**src/rtl/muldiv_ctrl.sv**
```systemverilog
// Sequencer for the shared mult/div unit and the HIGH/LOW register writes.
// Optional LastLatency output is enabled by defining MULDIV_CYCLE_COUNT_EN.
module muldiv_ctrl #(
  parameter int TIMEOUT_CYCLES = 64,
  parameter int CNT_W          = 7
) (
  input  logic Clk,
  input  logic Reset,
  input  logic Req,
  input  logic OpDiv,
  input  logic HiLoRead,
  input  logic MultEnd,
  input  logic DivEnd,
  input  logic DivZero,
  output logic StartMult,
  output logic StartDiv,
  output logic MuxHighSel,
  output logic MuxLowSel,
  output logic WrHigh,
  output logic WrLow,
  output logic Busy,
  output logic Stall,
  output logic DivZeroExc,
  output logic TimeoutErr
`ifdef MULDIV_CYCLE_COUNT_EN
  ,
  output logic [CNT_W-1:0] LastLatency
`endif
);

  typedef enum logic [2:0] {
    IDLE,
    MULT_RUN,
    DIV_RUN,
    WRITE,
    EXC
  } state_t;

  typedef enum logic {
    CAUSE_DIV_ZERO,
    CAUSE_TIMEOUT
  } cause_t;

  localparam logic [CNT_W-1:0] TIMEOUT_VAL = CNT_W'(TIMEOUT_CYCLES);

  state_t           state;
  state_t           next_state;
  cause_t           cause;
  logic             op;
  logic [CNT_W-1:0] cnt;
  logic             at_timeout;
  logic             entering_run;
  logic             start_mult_d;
  logic             start_div_d;
  logic             wr_d;
  logic             div_zero_d;
  logic             timeout_d;
  logic             busy_d;

  assign at_timeout   = (cnt == TIMEOUT_VAL);
  assign entering_run = (state == IDLE) && (next_state != IDLE);

  // State register, run counter and latched operation bit.
  // NOTE: sequential state uses non-blocking assignments so every flop
  // samples the pre-edge values regardless of statement order.
  always_ff @(posedge Clk or negedge Reset) begin
    if (!Reset) begin
      state <= IDLE;
      cnt   <= '0;
      op    <= 1'b0;
    end else begin
      state <= next_state;
      if (entering_run) begin
        cnt <= CNT_W'(1);
        op  <= OpDiv;
      end else if ((state == MULT_RUN || state == DIV_RUN) && next_state == state) begin
        cnt <= cnt + CNT_W'(1);
      end else if (next_state == IDLE) begin
        cnt <= '0;
      end
    end
  end

  // Next-state logic; flags from the unit that was not started are never looked at.
  // NOTE: every signal written here gets a default first, so no latch is inferred.
  always_comb begin
    next_state = state;
    cause      = CAUSE_TIMEOUT;
    case (state)
      IDLE: begin
        if (Req) next_state = OpDiv ? DIV_RUN : MULT_RUN;
      end
      MULT_RUN: begin
        if (MultEnd)         next_state = WRITE;
        else if (at_timeout) next_state = EXC;
      end
      DIV_RUN: begin
        if (DivZero) begin
          next_state = EXC;
          cause      = CAUSE_DIV_ZERO;
        end else if (DivEnd) begin
          next_state = WRITE;
        end else if (at_timeout) begin
          next_state = EXC;
        end
      end
      WRITE:   next_state = IDLE;
      EXC:     next_state = IDLE;
      default: next_state = IDLE;
    endcase
  end

  // Output decode: values the registered outputs take in the next state.
  always_comb begin
    start_mult_d = (state == IDLE) && (next_state == MULT_RUN);
    start_div_d  = (state == IDLE) && (next_state == DIV_RUN);
    wr_d         = (next_state == WRITE);
    div_zero_d   = (next_state == EXC) && (cause == CAUSE_DIV_ZERO);
    timeout_d    = (next_state == EXC) && (cause == CAUSE_TIMEOUT);
    busy_d       = (next_state != IDLE);
    Stall        = Busy & (HiLoRead | Req);
  end

  always_ff @(posedge Clk or negedge Reset) begin
    if (!Reset) begin
      StartMult  <= 1'b0;
      StartDiv   <= 1'b0;
      WrHigh     <= 1'b0;
      WrLow      <= 1'b0;
      DivZeroExc <= 1'b0;
      TimeoutErr <= 1'b0;
      Busy       <= 1'b0;
    end else begin
      StartMult  <= start_mult_d;
      StartDiv   <= start_div_d;
      WrHigh     <= wr_d;
      WrLow      <= wr_d;
      DivZeroExc <= div_zero_d;
      TimeoutErr <= timeout_d;
      Busy       <= busy_d;
    end
  end

  // The op flop is loaded on entry to RUN and holds through IDLE.
  assign MuxHighSel = op;
  assign MuxLowSel  = op;

`ifdef MULDIV_CYCLE_COUNT_EN
  always_ff @(posedge Clk or negedge Reset) begin
    if (!Reset) begin
      LastLatency <= '0;
    end else if ((state == MULT_RUN || state == DIV_RUN) &&
                 (next_state == WRITE || next_state == EXC)) begin
      LastLatency <= cnt;
    end
  end
`endif

endmodule

```
**config.mk**
```make
export PLATFORM = sky130hd
export DESIGN_NAME = muldiv_ctrl
export DESIGN_NICKNAME = d
export VERILOG_FILES = /design/src/rtl/muldiv_ctrl.sv
export SDC_FILE = /design/constraint.sdc
export NUM_CORES = 1
export LEC_CHECK = 0
export ABC_AREA = 1
export CORE_MARGIN = 2
export CORE_UTILIZATION = 45
export DETAILED_ROUTE_END_ITERATION = 10
export DONT_BUFFER_PORTS = 1
export RECOVER_POWER = 50
export SLEW_MARGIN = 5
export SYNTH_ARGS = -nofsm -noshare
export SYNTH_HDL_FRONTEND = slang
export SYNTH_SLANG_ARGS = --single-unit
export TNS_END_PERCENT = 30
```
**constraint.sdc**
```tcl
create_clock -name Clk -period 2 [get_ports Clk]
set_input_delay 0.2 -clock Clk [delete_from_list [all_inputs] [get_ports Clk]]
set_output_delay 0.2 -clock Clk [all_outputs]
set_load 0.02 [all_outputs]
```
==> results.cfg <==
[run_status]
result_of_the_run = complete, no violations

[die]
placement_rows = 16
initial_utilization_pct = 47.3
die_height_um = 49.2
core_area_um2 = 1940
die_area_um2 = 2420
die_width_um = 49.2
io_pins = 18

[setup_path]
worstSetupPathType = reg2reg
r2r_setup_slack_ps = 160
setup.worst_path.end_class = flop
timing.critical_path.slowest_stage_cell = dfrtp_1
worst-endpoint-arrival_ps = 2020
crit-reg2reg-launch = cnt[0]
timing.critical_path.cells = inv_1 -> ha_1 -> nand2_1 -> inv_1 -> nand3_1 -> nand2_1 -> nand2_2 -> nand2_2 -> nor2_2 -> nand2_2 -> nor2_4 -> nor2_4 -> nand2_1 -> nand2_1
critical_path_peak_fanout = 8
cpLargestDelayFamily = simple AND/OR/NAND/NOR gates
timing.reg2reg.worst_path_depth = 14
required_ps = 2180
critical-path-max-stage-delay_ps = 420
timing.critical_path.from_type = flop
critPathBufInv = 2
worst_r2r_endpoint = cnt[0]
worst_path_most_repeated_cell = nand2_1

[finish]
utilization_pct = 51.3
final_net_count = 129
area.growth.synth_to_final_pct = 8.45
drive_above_1_share_pct = 16.9
antenna_cells = 0
fillerInstances = 196

[route]
detail_route.drc_violations = 0
vias_per_cell = 4.97
wirelength_um = 1690
vias = 720
detail_route.iter0.violations = 6
antenna_nets_post_route = 0
routedWlPerCell_um = 11.6
drt-pass1-iter-count = 4

[synth]
ys.warnings.count = 0
netlist_instances = 113
synth_area_per_cell_um2 = 8.13
mappedNetlistArea_um2 = 918
seq_area_frac_synth_pct = 46.3
yosys.cell_types.count = 21
synth_nets = 123
synth-seq-cells = 17

[global_routing]
grtUsageTotal_pct = 15.9
antenna_found_initial = 0
grt_start_max_net_pins = 18
gr-total-overflow = 0
grt_pass1_vias = 701
grt_pass1_wl_um = 2970

[worst_hold_path]
hold-path-cell-count = 2
holdCritPathClass = in2reg
min_delay_worst_endpoint = StartDiv
timing.hold.worst.start = OpDiv

[timing]
fin_tns_setup_ps = 0
finalSetupViolations = 0
final.setup.worst_slack_ps = 165
achievable-frequency_ghz = 0.545
finalWorstPathRequiredPeriod_ps = 1840
timing.final.hold_violations = 0
final_min_period_over_clock_period_pct = 91.8
timing_worst_slew_pin_value_ps = 767
finalMaxSlewViolations = 0
timing.slew.headroom_pct = 48.7
fin_worst_skew_ps = 1.81

[clock_tree]
cts.reportedPaths.clkPinSlew_ps = 100
clock_tree.root_cell = clkbuf_4
clk_path_buf_depth = 2
tritoncts_clock_tree = built
cts_inserted_buffers = 3
clock_sinks = 17
worst_skew_late_latency_ps = 290
depth_of_the_cts_h_tree = 1

[place]
gp_routability_congestion = 0.869
portBuffers = 0
detailed_placement_hpwl_um = 1240
worst_slack_after_detailed_placement_ps = 172

[power]
cell_internal_pwr_uw = 703
power.clock.fraction_pct = 14.4
power.leakage_uw = 0.000571
ir_drop_mv = 0.839
powerDensity_nw_per_um2 = 1330
switching_share_pct = 46.9
p_switching_uw = 620
seq_power_share_pct = 43.9
power.combinational.fraction_pct = 41.6

[job]
number_of_maximum_capacitance_violations = 0
## layout make-up
| type | count | area (µm²) | area share, % |
|---|---|---|---|
| multi-input combinational | 76 | 418 | 42.0 |
| timing repair buffer | 3 | 25.0 | 2.51 |
| inverter | 18 | 67.6 | 6.78 |
| tap | 27 | 33.8 | 3.39 |
| sequential | 17 | 425 | 42.7 |
| clock buffer | 4 | 26.3 | 2.64 |
## routing by layer
metal  global-route usage, %  vias to the layer above  routed length [µm]
met3                    3.07                        4                  67
met1                    22.1                      332                 829
met2                    24.1                       24                 762
met4                    7.14                        0                  27
met5                       0                        -                   0
li1                        -                      360                   -
## worst max path at each step
| stage | start | end | slack (ps) | cells after the start |
|---|---|---|---|---|
| 6_report | cnt[0] | cnt[0] | 160 | 14 |
| 5_1_grt | cnt[0] | cnt[0] | -30 | 14 |
| 4_1_cts | cnt[0] | cnt[0] | 150 | 14 |
| 3_5_place_dp | cnt[0] | cnt[0] | 170 | 14 |
| 3_3_place_gp | cnt[0] | cnt[0] | 210 | 14 |
| 2_1_floorplan | cnt[0] | cnt[0] | 400 | 14 |
## cell families after synthesis
group	after synthesis	synth area share, %
AO/OA/AOI/OAI	4	2.72
AND/OR/NAND/NOR	69	38.3
buffers and inverters	20	8.99
XOR/XNOR	1	0.954
adder cells (fa/ha/maj)	2	2.72
flip-flops	17	46.3
## power by group through the flow
| stage | Clock, µW | Sequential, µW | Combinational, µW |
|---|---|---|---|
| global placement | 0 | 584 | 497 |
| CTS | 195 | 579 | 509 |
| detailed placement | 0 | 586 | 498 |
| global route | 210 | 596 | 613 |
| finish | 191 | 581 | 551 |
| floorplan | 0 | 548 | 456 |
## synthesized netlist by cell type
library cell	n	area (µm²)
a21oi_1	2	10.0
and3_4	1	11.3
buf_4	2	15.0
dfrtp_1	17	425
ha_1	2	25.0
inv_1	17	63.8
inv_2	1	3.75
nand2_1	34	128
nand2_2	2	12.5
nand3_1	12	60.1
nand3_2	1	10.0
nand3b_1	3	22.5
nand4_1	3	18.8
nand4_2	1	12.5
nor2_1	6	22.5
nor2_2	1	6.26
nor2_4	3	33.8
o21a_1	2	15.0
or2_2	1	6.26
or3_2	1	7.51
xnor2_1	1	8.76
## stage by stage
| stage | hold WS, ps | cells | area, µm² | power (µW) |
|---|---|---|---|---|
| floorplan | -95.6 | 113 | 918 | 1000 |
| global placement | -95.3 | 138 | 937 | 1080 |
| detailed placement | -95.2 | 138 | 937 | 1080 |
| CTS | 48.0 | 143 | 973 | 1280 |
| global route | 57.3 | 145 | 996 | 1420 |
| finish | 49.3 | 145 | 996 | 1320 |
## flip-flops by register name, indices dropped and copies added (netlist names)
| name | cells |
|---|---|
| Busy | 1 |
| DivZeroExc | 1 |
| MuxHighSel | 1 |
| StartDiv | 1 |
| StartMult | 1 |
| TimeoutErr | 1 |
| WrLow | 1 |
| cnt | 7 |
| state | 3 |
## timing repair
item / CTS / global route
resized for setup: 0 / 3
hold endpoints to repair: 17 / 0
hold buffers: 1 / 0
endpoints found under the setup margin: 0 / 7
buffers inserted: 0 / 2
## cells in the final DEF (no fill, tap or decap), drive strengths merged, types with 2 or more instances in the layout
cell    instances
a21oi           2
clkbuf          4
nand3b          3
nor2           10
ha              2
o21a            2
nand3          13
buf             2
nand2          36
nand4           4
inv            18
dfrtp          17
Note: power is estimated with default switching activity, not from simulation.
